### src/rtl/block_signaling.sv
// Automatic four-aspect block-signalling controller for NUM_BLOCKS consecutive sections.
// Synchronised occupancy/fault inputs drive per-section state machines with a release hold timer.
module block_signaling #(
  parameter int unsigned NUM_BLOCKS  = 4,
  parameter int unsigned HOLD_CYCLES = 8,
  parameter int unsigned HOLD_W      = 8
) (
  input  logic                    clk,
  input  logic                    clr,
  input  logic [NUM_BLOCKS-1:0]   occ,
  input  logic                    exit_occ,
  input  logic [NUM_BLOCKS-1:0]   fault,
  input  logic                    fault_clr,
  output logic [2*NUM_BLOCKS-1:0] aspect,
  output logic [NUM_BLOCKS-1:0]   fault_vec,
  output logic                    fault_any
);

  typedef enum logic [1:0] {
    S_CLEAR,
    S_OCCUPIED,
    S_RELEASING,
    S_FAULT
  } sec_state_t;

  localparam logic [HOLD_W-1:0] HOLD_LOAD = HOLD_W'(HOLD_CYCLES - 1);

  logic [NUM_BLOCKS-1:0] occ_s1, occ_s2;
  logic [NUM_BLOCKS-1:0] flt_s1, flt_s2;
  logic                  exit_s1, exit_s2;

  sec_state_t        state_q [NUM_BLOCKS];
  sec_state_t        state_d [NUM_BLOCKS];
  logic [HOLD_W-1:0] cnt_q   [NUM_BLOCKS];
  logic [HOLD_W-1:0] cnt_d   [NUM_BLOCKS];

  logic [NUM_BLOCKS+1:0]   e;
  logic [2*NUM_BLOCKS-1:0] aspect_d;
  logic [NUM_BLOCKS-1:0]   fault_d;

  always_ff @(posedge clk or posedge clr) begin
    if (clr) begin
      occ_s1  <= '0;
      occ_s2  <= '0;
      flt_s1  <= '0;
      flt_s2  <= '0;
      exit_s1 <= 1'b0;
      exit_s2 <= 1'b0;
    end else begin
      occ_s1  <= occ;
      occ_s2  <= occ_s1;
      flt_s1  <= fault;
      flt_s2  <= flt_s1;
      exit_s1 <= exit_occ;
      exit_s2 <= exit_s1;
    end
  end

  // Reset is fail-safe: every section holds protected for a full release period.
  always_ff @(posedge clk or posedge clr) begin
    if (clr) begin
      for (int unsigned i = 0; i < NUM_BLOCKS; i++) begin
        state_q[i] <= S_RELEASING;
        cnt_q[i]   <= HOLD_LOAD;
      end
      aspect    <= '0;
      fault_vec <= '0;
    end else begin
      for (int unsigned i = 0; i < NUM_BLOCKS; i++) begin
        state_q[i] <= state_d[i];
        cnt_q[i]   <= cnt_d[i];
      end
      aspect    <= aspect_d;
      fault_vec <= fault_d;
    end
  end

  always_comb begin
    for (int unsigned i = 0; i < NUM_BLOCKS; i++) begin
      state_d[i] = state_q[i];
      cnt_d[i]   = cnt_q[i];
      if (flt_s2[i]) begin
        state_d[i] = S_FAULT;
      end else begin
        unique case (state_q[i])
          S_CLEAR: begin
            if (occ_s2[i]) state_d[i] = S_OCCUPIED;
          end
          S_OCCUPIED: begin
            if (!occ_s2[i]) begin
              state_d[i] = S_RELEASING;
              cnt_d[i]   = HOLD_LOAD;
            end
          end
          S_RELEASING: begin
            if (occ_s2[i])              state_d[i] = S_OCCUPIED;
            else if (cnt_q[i] != '0)    cnt_d[i]   = cnt_q[i] - HOLD_W'(1);
            else                        state_d[i] = S_CLEAR;
          end
          S_FAULT: begin
            // Fault input is known low here, so an acknowledge is always honoured.
            if (fault_clr) begin
              state_d[i] = S_RELEASING;
              cnt_d[i]   = HOLD_LOAD;
            end
          end
          default: state_d[i] = S_FAULT;
        endcase
      end
    end
  end

  always_comb begin
    e = '0;
    for (int unsigned i = 0; i < NUM_BLOCKS; i++) begin
      e[i] = (state_q[i] != S_CLEAR);
    end
    e[NUM_BLOCKS]   = exit_s2;
    e[NUM_BLOCKS+1] = 1'b0;
  end

  always_comb begin
    aspect_d = '0;
    fault_d  = '0;
    for (int unsigned i = 0; i < NUM_BLOCKS; i++) begin
      if (e[i])        aspect_d[2*i +: 2] = 2'b00;
      else if (e[i+1]) aspect_d[2*i +: 2] = 2'b01;
      else if (e[i+2]) aspect_d[2*i +: 2] = 2'b10;
      else             aspect_d[2*i +: 2] = 2'b11;
      fault_d[i] = (state_q[i] == S_FAULT);
    end
  end

  assign fault_any = |fault_vec;

endmodule

### config.mk
export PLATFORM = sky130hd
export DESIGN_NAME = block_signaling
export DESIGN_NICKNAME = d
export VERILOG_FILES = /design/src/rtl/block_signaling.sv
export SDC_FILE = /design/constraint.sdc
export NUM_CORES = 1
export LEC_CHECK = 0
export BUFFER_PORTS_ARGS = -buffer_cell sky130_fd_sc_hd__buf_2
export CAP_MARGIN = 0
export CORE_UTILIZATION = 26
export DETAILED_ROUTE_END_ITERATION = 12
export SLEW_MARGIN = 20
export SYNTH_ARGS = -nofsm -noshare
export SYNTH_HDL_FRONTEND = slang
export SYNTH_SLANG_ARGS = --single-unit
### constraint.sdc
create_clock -name clk -period 3.01 [get_ports clk]
set_clock_uncertainty 0.15 [all_clocks]
set_input_delay 0.7525 -clock clk [delete_from_list [all_inputs] [get_ports clk]]
set_output_delay 0.7525 -clock clk [all_outputs]
set_load 0.02 [all_outputs]
* Word-level counts from Yosys, hierarchy flattened *
Cells that the tools add are included.

word-level totals
  bits in registers = 70
  bits in latches = 0
  memory bits (writable) = 0
  bits in read-only memories = 0
  bits of input ports = 12
  output and inout bits = 13
  logic and storage cells = 146
  memories kept = 0

operators by class
  add/sub/neg operators = 4
  multipliers = 0
  div/mod/pow operators = 0
  order comparisons = 0
  eq/ne operators = 44
  shift operators = 0
  multiplexer cells = 53
  bitwise operators = 4
  reductions and logical operators = 25

operators by type and width
  operator                                                                number
  8-bit two-way mux                                                       13
  8-bit case mux with 3 select lines                                      4
  2-bit two-way mux                                                       29
  3-bit != test (second input constant)                                   12
  2-bit != test (second input constant)                                   16
  2-bit case mux with 4 select lines                                      4
  8-bit nonzero test                                                      4
  8-bit by 1-bit subtractor with 8-bit output (second input constant)     4
  6-bit AND reduction                                                     4
  2-bit equality test (second input constant)                             8
  4-bit != test (second input constant)                                   4
  4-bit AND reduction                                                     4
  3-bit nonzero test                                                      4
  2-bit by 1-bit equality test with 1-bit output (second input constant)  4
  2-bit logical NOT                                                       4
  2-bit nonzero test                                                      4
  1-bit NOT                                                               4
  4-bit OR reduction                                                      1
  1-bit two-way mux                                                       3

* Longest topological paths before layout *
  depth in word-level cells = 5
  depth in mapped cells = 7
  gate-level depth less buffers = 7

* Least setup slack after synthesis *
OpenSTA, ideal clock, no wires.

  kind = input port to flip-flop
  start = input fault_clr
  end = register cnt_q[12] in the netlist's numbering
  setup time = 77 ps
  data arrival time = 1882 ps
  path slack = 901 ps
  cell stages on the path = 7
  buffers on the path = 2
  cell sequence = buf_2 > nand2b_1 > a31oi_1 > or2_1 > buf_6 > or3_1 > a21oi_1

between the ends
  cells in the longest elaborated chain, start to end = 2

RTL lines
  element                               RTL line  source
  from (decl)                           13        input logic fault_clr,
  2-bit != test (no source line)        --
  6-bit AND reduction (no source line)  --
  to (signal, indexed assignment)       71        cnt_q[i] <= cnt_d[i];
  to (decl)                             34        logic [HOLD_W-1:0] cnt_q [NUM_BLOCKS];

Every way passes these cells.
A chain may end at the register's enable or synchronous reset.

* Final worst setup path *
  start = register fault_vec[0]
  end = output fault_any

between the ends
  cells in the longest elaborated chain, start to end = 1

RTL lines
  element                 RTL line  source
  from (decl)             15        output logic [NUM_BLOCKS-1:0] fault_vec,
  from (signal assigned)  74        fault_vec <= fault_d;
  4-bit OR reduction      134       assign fault_any = |fault_vec;
  to (decl)               16        output logic fault_any

Every way passes these cells.

==> results by group <==
STA
  – Crit share post-route: 0.772
  – Setup violation total in the final timing report: 0
  – Least-Margin Pin Slew: 604 ps
  – Max-slew violation count: 0
  – Final Hold Viols: 0
  – Unrepaired setup endpoints after global routing: false
  – Setup TNS: 0 ps
  – FMAX: 0.431 GHz
  – Slew HR: 0.595
  – Min Tclk post-route: 2320 ps

Power and ir drop
  – Worst VDD drop: 0.301 mV
  – PD cells: 589 nW/um^2
  – Leak Pwr: 0.00168 uW

Finish
  – Core Util, Final: 0.316
  – Diode count: 0
  – Commonest non-fill, non-tap cells in the layout: dfrtp_1 (54), nor2_1 (31), nand2_1 (25)
  – Area Growth Syn to Fin: 16.8%
  – Final Cell Area: 3840 um^2
  – Commonest non-fill, non-tap cell in the layout: dfrtp_1
  – Sequential cell area: 1770 um^2
  – FILL cells: 1254
  – Multi-input gate area: 1370 um^2
  – Final Non-Filler Cells: 521
  – Final Net Count: 368
  – Layout cells sized above 1: 0.207

CTS
  – Num CTS Buffers: 9
  – H-tree depth: 3
  – Post-CTS Setup Bufs: 0
  – Worst-Skew Late Latency: 320 ps
  – CTS resizes: 0
  – Root buf cell: clkbuf_16
  – CTS tree: built
  – Post-CTS Hold Buffers: 0
  – CTS Sinks: 70
  – Clk buf depth: 2
  – Clk slew on worst S/H paths: 50 ps

GRT
  – First-pass GRT wire length: 10900 um
  – GRT Overall Usage: 0.108
  – Initial antenna violation count: 0
  – Overflow after GRT: 0
  – Largest net degree at the start of global routing: 71
  – Vias in the first global route: 2351

Setup path
  – CP cell instances: or4_1 -> buf_2
  – Worst Setup End Kind: output pin
  – Slowest stage delay, CP: 540 ps
  – Worst path arrival time: 1420 ps
  – Max FO, Critical Path: 2
  – CP Launch Type: register
  – Worst endpoint required time: 2110 ps
  – Slowest CP cell: or4_1
  – Crit Path Category: register to output pin

Drt
  – Pre-antenna DRT Iters: 4
  – Final WL: 6250 um
  – Final antenna-violating net count: 0
  – Vias/cell: 4.58
  – Routed len/inst: 12.0 um
  – DRC Markers: 0
  – DR iter-0 viols: 69
  – Vias: 2388

Yosys
  – Yosys warnings: 0
  – Post-synthesis sequential area ratio: 0.538
  – Post-synth cell types: 51
  – Synth Net Count: 341
  – Asr flop ratio synth: 1.00
  – Ys flop type: dfrtp_1
  – Mapped cell area: 3290 um^2
  – Seq cells post-synth: 70
  – Post-Syn Instances: 321
  – Post-synth EDFFs: 0
  – Post-Synthesis Mean Instance Area: 10.3 um^2

Floorplanning
  – Number of I/O pins: 25
  – Die footprint: 13100 um^2
  – Die Y: 115 um
  – DIE WIDTH: 115 um
  – Num rows: 40
  – Initial core utilization: 0.271
  – Core Area: 12200 um^2

Job
  – Max-Cap Viols: 0

Place
  – Port bufs: 24
  – Routability Congestion: 0.802
  – Placed cells: 505
  – DP HPWL: 4410 um
  – Placed inst area: 3570 um^2

Min path
  – Min-Delay Path Class: register to register

Run status
  – Status: finished clean
==> worst paths after layout <==
| path | startpoint | to | slack, ps | cells after the start |
|---|---|---|---|---|
| max in group asynchronous | clr | cnt_q[2] | 2030 | 3 |
| min | exit_s1 | exit_s2 | 200 | 0 |
| min in group asynchronous | clr | occ_s1[1] | 350 | 3 |
| max reg2reg | cnt_q[16] | cnt_q[22] | 950 | 7 |
| max | fault_vec[0] | fault_any | 690 | 2 |
| min reg2reg | exit_s1 | exit_s2 | 200 | 0 |
==> area by class of cell <==
type | count | share of cell area
inverter | 20 | 0.0195
sequential | 70 | 0.461
clock buffer | 11 | 0.0632
multi-input combinational | 222 | 0.356
clock inverter | 5 | 0.00911
timing repair buffer | 25 | 0.0365
tap | 168 | 0.0547
==> cells in the mapped netlist, types with 2 or more instances <==
cell type / n / share of area
xor2_1: 6 / 0.016
nor2_1: 31 / 0.035
o31ai_1: 2 / 0.0046
nor4_2: 3 / 0.011
buf_2: 2 / 0.0030
a211o_1: 4 / 0.011
dfstp_2: 16 / 0.13
nor3_1: 11 / 0.017
nand3_1: 11 / 0.017
ha_1: 8 / 0.030
dfrtp_1: 54 / 0.41
a31oi_1: 5 / 0.0095
or3_1: 11 / 0.021
o21ai_0: 22 / 0.033
nor2b_1: 5 / 0.0095
nand2_1: 25 / 0.029
nand2b_1: 8 / 0.015
buf_4: 2 / 0.0046
o211ai_1: 3 / 0.0068
or3b_2: 3 / 0.0080
inv_1: 20 / 0.023
nand3b_1: 3 / 0.0068
nor3b_1: 3 / 0.0068
nand2b_4: 3 / 0.013
or4_1: 3 / 0.0068
nor4_1: 8 / 0.015
a21oi_1: 17 / 0.026
nand4_1: 6 / 0.011
buf_6: 4 / 0.014
==> registers in the layout (all words and copies together) (netlist names), 4 cells and up <==
| register | flops |
|---|---|
| aspect | 8 |
| cnt_q | 32 |
| occ_s2 | 4 |
| state_q | 8 |
| fault_vec | 4 |
| flt_s1 | 4 |
| occ_s1 | 4 |
| flt_s2 | 4 |
==> layer usage <==
| layer | vias up | part of all wire | GRT usage |
|---|---|---|---|
| li1 | 1187 | - | - |
| met1 | 1158 | 0.47 | 0.135 |
| met2 | 38 | 0.46 | 0.165 |
| met3 | 5 | 0.049 | 0.0439 |
| met4 | 0 | 0.013 | 0.0459 |
| met5 | - | 0 | 0 |
==> cell families (layout without fill, tap and decap cells) <==
group,after synthesis,in the layout,share of synthesized area
buf+inv,29,61,0.0456
mux,2,2,0.00646
fa+ha+maj,8,8,0.0304
compound gates,63,63,0.117
simple gates,142,142,0.244
xor+xnor,7,7,0.0186
flops,70,70,0.538
==> per-stage QoR <==
step	hold WS (ps)	total power (uW)	setup slack, ps
after floorplan	181	1270	366
after global placement	185	1320	783
after detailed placement	186	1330	775
after CTS	199	2310	660
after global routing	203	2390	639
final	195	2270	687
==> worst max-delay path: cells and delay by family (launching register included) <==
kind	cells	cell delay (ps)
DFF	1	380
buffers and inverters	1	180
and+or+nand+nor	1	540
==> power by group <==
group          leakage [uW]  switching [uW]  internal, uW
Clock              0.000124             381           578
Sequential         0.000853            65.3          1020
Combinational      0.000703             139          84.3
Power figures use the tool's default switching activity.
